<file path="src/rtl/fwd_hazard_unit.sv">
// fwd_hazard_unit: operand forwarding select, load-use and multi-cycle hazard stall, MC watchdog.
// Optional HAZ_PERF_CNT_EN adds stall_cnt / mc_cnt performance counters.
`timescale 1ns/1ps
module fwd_hazard_unit #(
  parameter int NUM_SRC   = 2,
  parameter int RAW       = 5,
  parameter int MC_MAXLAT = 34
) (
  input  logic                   clk,
  input  logic                   rst_n,
  input  logic [NUM_SRC*RAW-1:0] ex_rs,
  input  logic [NUM_SRC*RAW-1:0] id_rs,
  input  logic [NUM_SRC-1:0]     id_rs_used,
  input  logic                   id_is_mc,
  input  logic [RAW-1:0]         ex_rd,
  input  logic                   ex_regwrite,
  input  logic                   ex_memread,
  input  logic [RAW-1:0]         mem_rd,
  input  logic                   mem_regwrite,
  input  logic [RAW-1:0]         wb_rd,
  input  logic                   wb_regwrite,
  input  logic                   mc_start,
  input  logic [RAW-1:0]         mc_rd,
  input  logic                   mc_done,
  output logic [2*NUM_SRC-1:0]   fwd_sel,
  output logic                   stall,
  output logic                   mc_busy,
  output logic                   mc_err
`ifdef HAZ_PERF_CNT_EN
  ,
  output logic [31:0]            stall_cnt,
  output logic [31:0]            mc_cnt
`endif
);
  localparam int LW = $clog2(MC_MAXLAT + 1);
  typedef enum logic {IDLE, BUSY} state_t;
  state_t         state_q, state_d;
  logic [RAW-1:0] pend_q, pend_d;
  logic [LW-1:0]  lat_q, lat_d;
  logic           err_d, ld_hit, pend_hit;
  always_comb begin
    fwd_sel  = '0;
    ld_hit   = 1'b0;
    pend_hit = 1'b0;
    for (int i = 0; i < NUM_SRC; i++) begin
      fwd_sel[2*i +: 2] = (!rst_n || ex_rs[i*RAW +: RAW] == '0) ? 2'b00 :
                          (mc_done && mc_rd == ex_rs[i*RAW +: RAW]) ? 2'b11 :
                          (mem_regwrite && mem_rd == ex_rs[i*RAW +: RAW]) ? 2'b10 :
                          (wb_regwrite && wb_rd == ex_rs[i*RAW +: RAW]) ? 2'b01 : 2'b00;
      ld_hit   = ld_hit | (id_rs_used[i] && id_rs[i*RAW +: RAW] == ex_rd);
      pend_hit = pend_hit | (id_rs_used[i] && id_rs[i*RAW +: RAW] == pend_q);
    end
  end
  // A finishing op releases its own consumer in the same cycle via the MC bypass.
  assign stall = rst_n && ((ex_memread && ex_regwrite && ex_rd != '0 && ld_hit) ||
                 (state_q == BUSY && (id_is_mc || (pend_q != '0 && pend_hit && !mc_done))));
  always_comb begin
    state_d = state_q;
    pend_d  = pend_q;
    lat_d   = lat_q;
    err_d   = mc_err;
    if (state_q == IDLE) begin
      err_d = mc_err | mc_done;
      if (mc_start) begin
        state_d = BUSY;
        pend_d  = mc_rd;
        lat_d   = '0;
      end
    end else if (mc_done) begin
      lat_d   = '0;
      state_d = mc_start ? BUSY : IDLE;
      pend_d  = mc_start ? mc_rd : pend_q;
    end else begin
      err_d = mc_err | mc_start;
      lat_d = (lat_q == LW'(MC_MAXLAT)) ? lat_q : lat_q + LW'(1);
      if (lat_d == LW'(MC_MAXLAT)) begin
        err_d   = 1'b1;
        state_d = IDLE;
        lat_d   = '0;
      end
    end
  end
  always_ff @(posedge clk or negedge rst_n) begin
    if (!rst_n) begin
      state_q <= IDLE;
      pend_q  <= '0;
      lat_q   <= '0;
      mc_err  <= 1'b0;
      mc_busy <= 1'b0;
    end else begin
      state_q <= state_d;
      pend_q  <= pend_d;
      lat_q   <= lat_d;
      mc_err  <= err_d;
      mc_busy <= state_d == BUSY;
    end
  end
`ifdef HAZ_PERF_CNT_EN
  always_ff @(posedge clk or negedge rst_n) begin
    if (!rst_n) begin
      stall_cnt <= '0;
      mc_cnt    <= '0;
    end else begin
      stall_cnt <= stall_cnt + 32'(stall);
      mc_cnt    <= mc_cnt + 32'(mc_start && (state_q == IDLE || mc_done));
    end
  end
`endif
endmodule
</file>
<file path="config.mk">
export PLATFORM = sky130hd
export DESIGN_NAME = fwd_hazard_unit
export DESIGN_NICKNAME = d
export VERILOG_FILES = /design/src/rtl/fwd_hazard_unit.sv
export SDC_FILE = /design/constraint.sdc
export NUM_CORES = 1
export LEC_CHECK = 0
export ABC_CLOCK_PERIOD_IN_PS = 2300
export CAP_MARGIN = 10
export CELL_PAD_IN_SITES_DETAIL_PLACEMENT = 1
export CELL_PAD_IN_SITES_GLOBAL_PLACEMENT = 2
export CORE_MARGIN = 4
export CORE_UTILIZATION = 24
export CTS_CLUSTER_SIZE = 40
export DETAILED_ROUTE_END_ITERATION = 8
export GPL_TIMING_DRIVEN = 0
export PLACE_DENSITY_LB_ADDON = 0.1
export REMOVE_ABC_BUFFERS = 1
export SYNTH_ARGS = -nofsm -noshare
export SYNTH_HDL_FRONTEND = slang
export SYNTH_SLANG_ARGS = --single-unit
</file>
<file path="constraint.sdc">
create_clock -name clk -period 2.3 [get_ports clk]
set_input_delay 0.23 -clock clk [delete_from_list [all_inputs] [get_ports clk]]
set_output_delay 0.23 -clock clk [all_outputs]
set_load 0.05 [all_outputs]
</file>
==> impl_metrics.toml, run 1 <==
[route]
drc = 0
antenna_left = 0
drt_iter0_drc = 42
first_pass_iters = 3
num_vias = 1420
via_per_inst = 4.931
detail_route.wl_per_cell_um = 16.59
wirelength_mm = 4.779

[timing]
min_period_ns = 2.194
slew_headroom = 0.5035
period_share = 0.9541
hold_viol = 0
setup_viol = 0
drv_slew = 0
timing.hold.ws_ns = 0.1558
rsz0062_at_grt = "false"
max_freq_mhz = 455.7
skew_ns = 0.009224
worst_pin_slew_ns = 0.7447

[hold_path]
hold_class = "in2async"

[place]
gp_congestion = 0.7976
post_dp_cell_area_um2 = 2013
io_buffers = 57
hpwl_mm = 4.061
dp_cells = 284

[setup_path]
critical_path.max_stage_delay_ns = 0.53
cp.required_ns = 2.07
crit_family = "buffers and inverters"
path_cells = "clkdlybuf4s50_1 -> or4_1 -> o2111ai_1 -> a21oi_1 -> a311o_1 -> buf_2"
endpoint_kind = "output port"
crit_buf_inv = 2
critPathKind = "in2out"
crit_arrival_ns = 1.96
path_max_fanout = 3
start_kind = "input port"
crit_slowest_cell = "or4_1"

[final_layout]
regArea_um2 = 325.3
num_antenna_cells = 0
fin_util = 0.3726
drive_gt1_frac = 0.07407
stdcell_count = 288
multi_input_area_um2 = 1036
fillers = 655
syn2layout_area_growth_pct = 50.14
design_area_um2 = 2064
final_nets = 270

[logic_synthesis]
avgSynthCellArea_um2 = 8.703
yosysTopAreaCell = "xor2_1"
synth_edf_count = 0
syn_inst = 158
yosys.cell_types.count = 34
synth_seq_cells = 13
yosysSeqAreaShare = 0.2366
async_reset_ff_frac = 1.000
ys_warn_count = 0
synth_area_leaders = "xor2_1 27%, dfrtp_1 24%, xnor2_1 7.0%"
netlist.area_leader.share = 0.2675
synth_flop_cell = "dfrtp_1"
syn_area_um2 = 1375

[floorplan]
fp.dieW_um = 83.70
rows = 27
io_pins = 58
core_region_area_um2 = 5540
dieArea_um2 = 7005
die_h_um = 83.70
initial_core_util = 0.2482

[global_routing]
grt_use_total = 0.1381
grt_pass1_vias = 1629
grt_overflow = 0
grt_max_degree = 19
antenna_found_initial = 0
grt_pass1_wl_mm = 8.031

[status]
status = "finished clean"

[clocking]
post_cts_buffers = 0
cts_tree = "done"
insertion_delay_ns = 0.24
ctsHtreeMaxLevel = 1
cts_buffers = 3
clock_path_buffers = 2
clock_sinks = 13
cts-root-buf = "clkbuf_8"
path_clk_slew_ns = 0.06

[power_and_ir_drop]
p_per_area_nw_per_um2 = 424.8
ir_worst_vdd_uv = 183.5
power_w = 0.0008770
p_leak_nw = 0.8151

[flow_run]
cap_violations = 0
==> synth_stat cells, types with 2 or more instances <==
cell type  count
a21oi_1        5
a32oi_1        2
a41oi_1        2
and3_1         2
buf_4          3
dfrtp_1       13
ha_1           2
mux2_2         5
nand2_1        8
nand3_1        9
nor2_1        10
nor2b_1        4
nor4_1        11
o21ai_0        7
o21ai_1        2
or4_1          4
xnor2_1       11
xor2_1        42
==> worst paths after layout <==
check,cells past startpoint,from,slack [ns],to
worst max register to register,7,lat_q[0],0.28,lat_q[5]
worst min-delay path,1,rst_n,0.16,lat_q[3]
worst max-delay path,6,ex_rd[0],0.11,stall
min in group clk,1,mc_err,0.47,mc_err
max in group asynchronous,1,rst_n,1.66,state_q
worst min register to register,1,mc_err,0.47,mc_err
==> sequential cells by signal, summed over array words and instances, names as in the netlist <==
name	flops
lat_q	6
pend_q	5
mc_err	1
state_q	1
==> cell families (layout without fill, tap and decap cells) <==
kind of cell,Yosys count,count (layout),share of synthesized area
mux,5,5,0.04094
flops,13,13,0.2366
simple gates,53,53,0.2075
compound gates,28,28,0.1401
xor+xnor,53,53,0.3376
buf+inv,4,62,0.01910
fa+ha+maj,2,2,0.01820
==> per-layer routing <==
metal | up-vias | global-route usage | share of wire
met5 | - | 0 | 0
met4 | 0 | 0.03363 | 0.013
met3 | 4 | 0.03159 | 0.049
met2 | 48 | 0.2444 | 0.50
met1 | 672 | 0.1681 | 0.44
li1 | 696 | - | -
==> report_power, final <==
part | internal [W] | total (W) | switching, W | leakage [nW]
sequential | 0.000261 | 0.000321 | 0.0000608 | 0.160
clock | 0.000122 | 0.000205 | 0.0000824 | 0.0228
combinational | 0.000179 | 0.000351 | 0.000172 | 0.632
total | 0.000562 | 0.000877 | 0.000315 | 0.815
==> per-stage QoR <==
stage	TNS, ns	worst slack (ns)
after floorplan	0	0.3960
after global placement	-2.589	-0.5287
after CTS	0	0.06512
after detailed placement	-2.538	-0.5442
after global routing	0	0.01233
final	0	0.1056
==> layout make-up <==
class | count | area share
clock buffers | 4 | 0.02182
well taps | 72 | 0.04364
repair buffers | 57 | 0.2733
inverters | 1 | 0.001818
multi-input cells | 141 | 0.5018
flip-flops and latches | 13 | 0.1576
==> worst reg2reg max path, delay by kind of cell, from the launching register on <==
kind | cells | cell delay (ns)
AOI/OAI and AO/OA | 3 | 0.83
adders and majority gates | 1 | 0.23
buffers and inverters | 1 | 0.12
DFF | 1 | 0.49
and+or+nand+nor | 2 | 0.21
==> timing repair <==
| item | 4_1_cts | 5_1_grt |
|---|---|---|
| pin swaps | 0 | 0 |
| gates resized for setup | 27 | 9 |
| setup endpoints to repair | 5 | 5 |
| hold buffers | 0 | 0 |
==> cells in the final DEF, fill, tap and decap left out, types with 2 or more instances in the layout <==
| cell type | count |
|---|---|
| clkdlybuf4s50_1 | 47 |
| xor2_1 | 42 |
| dfrtp_1 | 13 |
| xnor2_1 | 11 |
| nor2_1 | 10 |
| nor4_1 | 9 |
| nand3_1 | 9 |
| nand2_1 | 8 |
| o21ai_0 | 7 |
| a21oi_1 | 5 |
| mux2_2 | 5 |
| or4_1 | 4 |
| nor2b_1 | 4 |
| dlymetal6s2s_1 | 4 |
| clkbuf_4 | 4 |
| clkbuf_8 | 3 |
| nor4_2 | 2 |
| and3_1 | 2 |
| a41oi_1 | 2 |
| a32oi_1 | 2 |
| o21ai_1 | 2 |
| ha_1 | 2 |
Power figures use the tool's default switching activity.
==> run 2, diff against run 1 <==
--- a/config.mk
+++ b/config.mk
@@ -11,9 +11,10 @@
 export CELL_PAD_IN_SITES_GLOBAL_PLACEMENT = 2
 export CORE_MARGIN = 4
 export CORE_UTILIZATION = 24
-export CTS_CLUSTER_SIZE = 40
+export CTS_CLUSTER_SIZE = 12
 export DETAILED_ROUTE_END_ITERATION = 8
 export GPL_TIMING_DRIVEN = 0
+export HOLD_SLACK_MARGIN = 0.02
 export PLACE_DENSITY_LB_ADDON = 0.1
 export REMOVE_ABC_BUFFERS = 1
 export SYNTH_ARGS = -nofsm -noshare
==> results of run 2 <==
The final DEF is identical to that of run 1; final timing and power are the same.
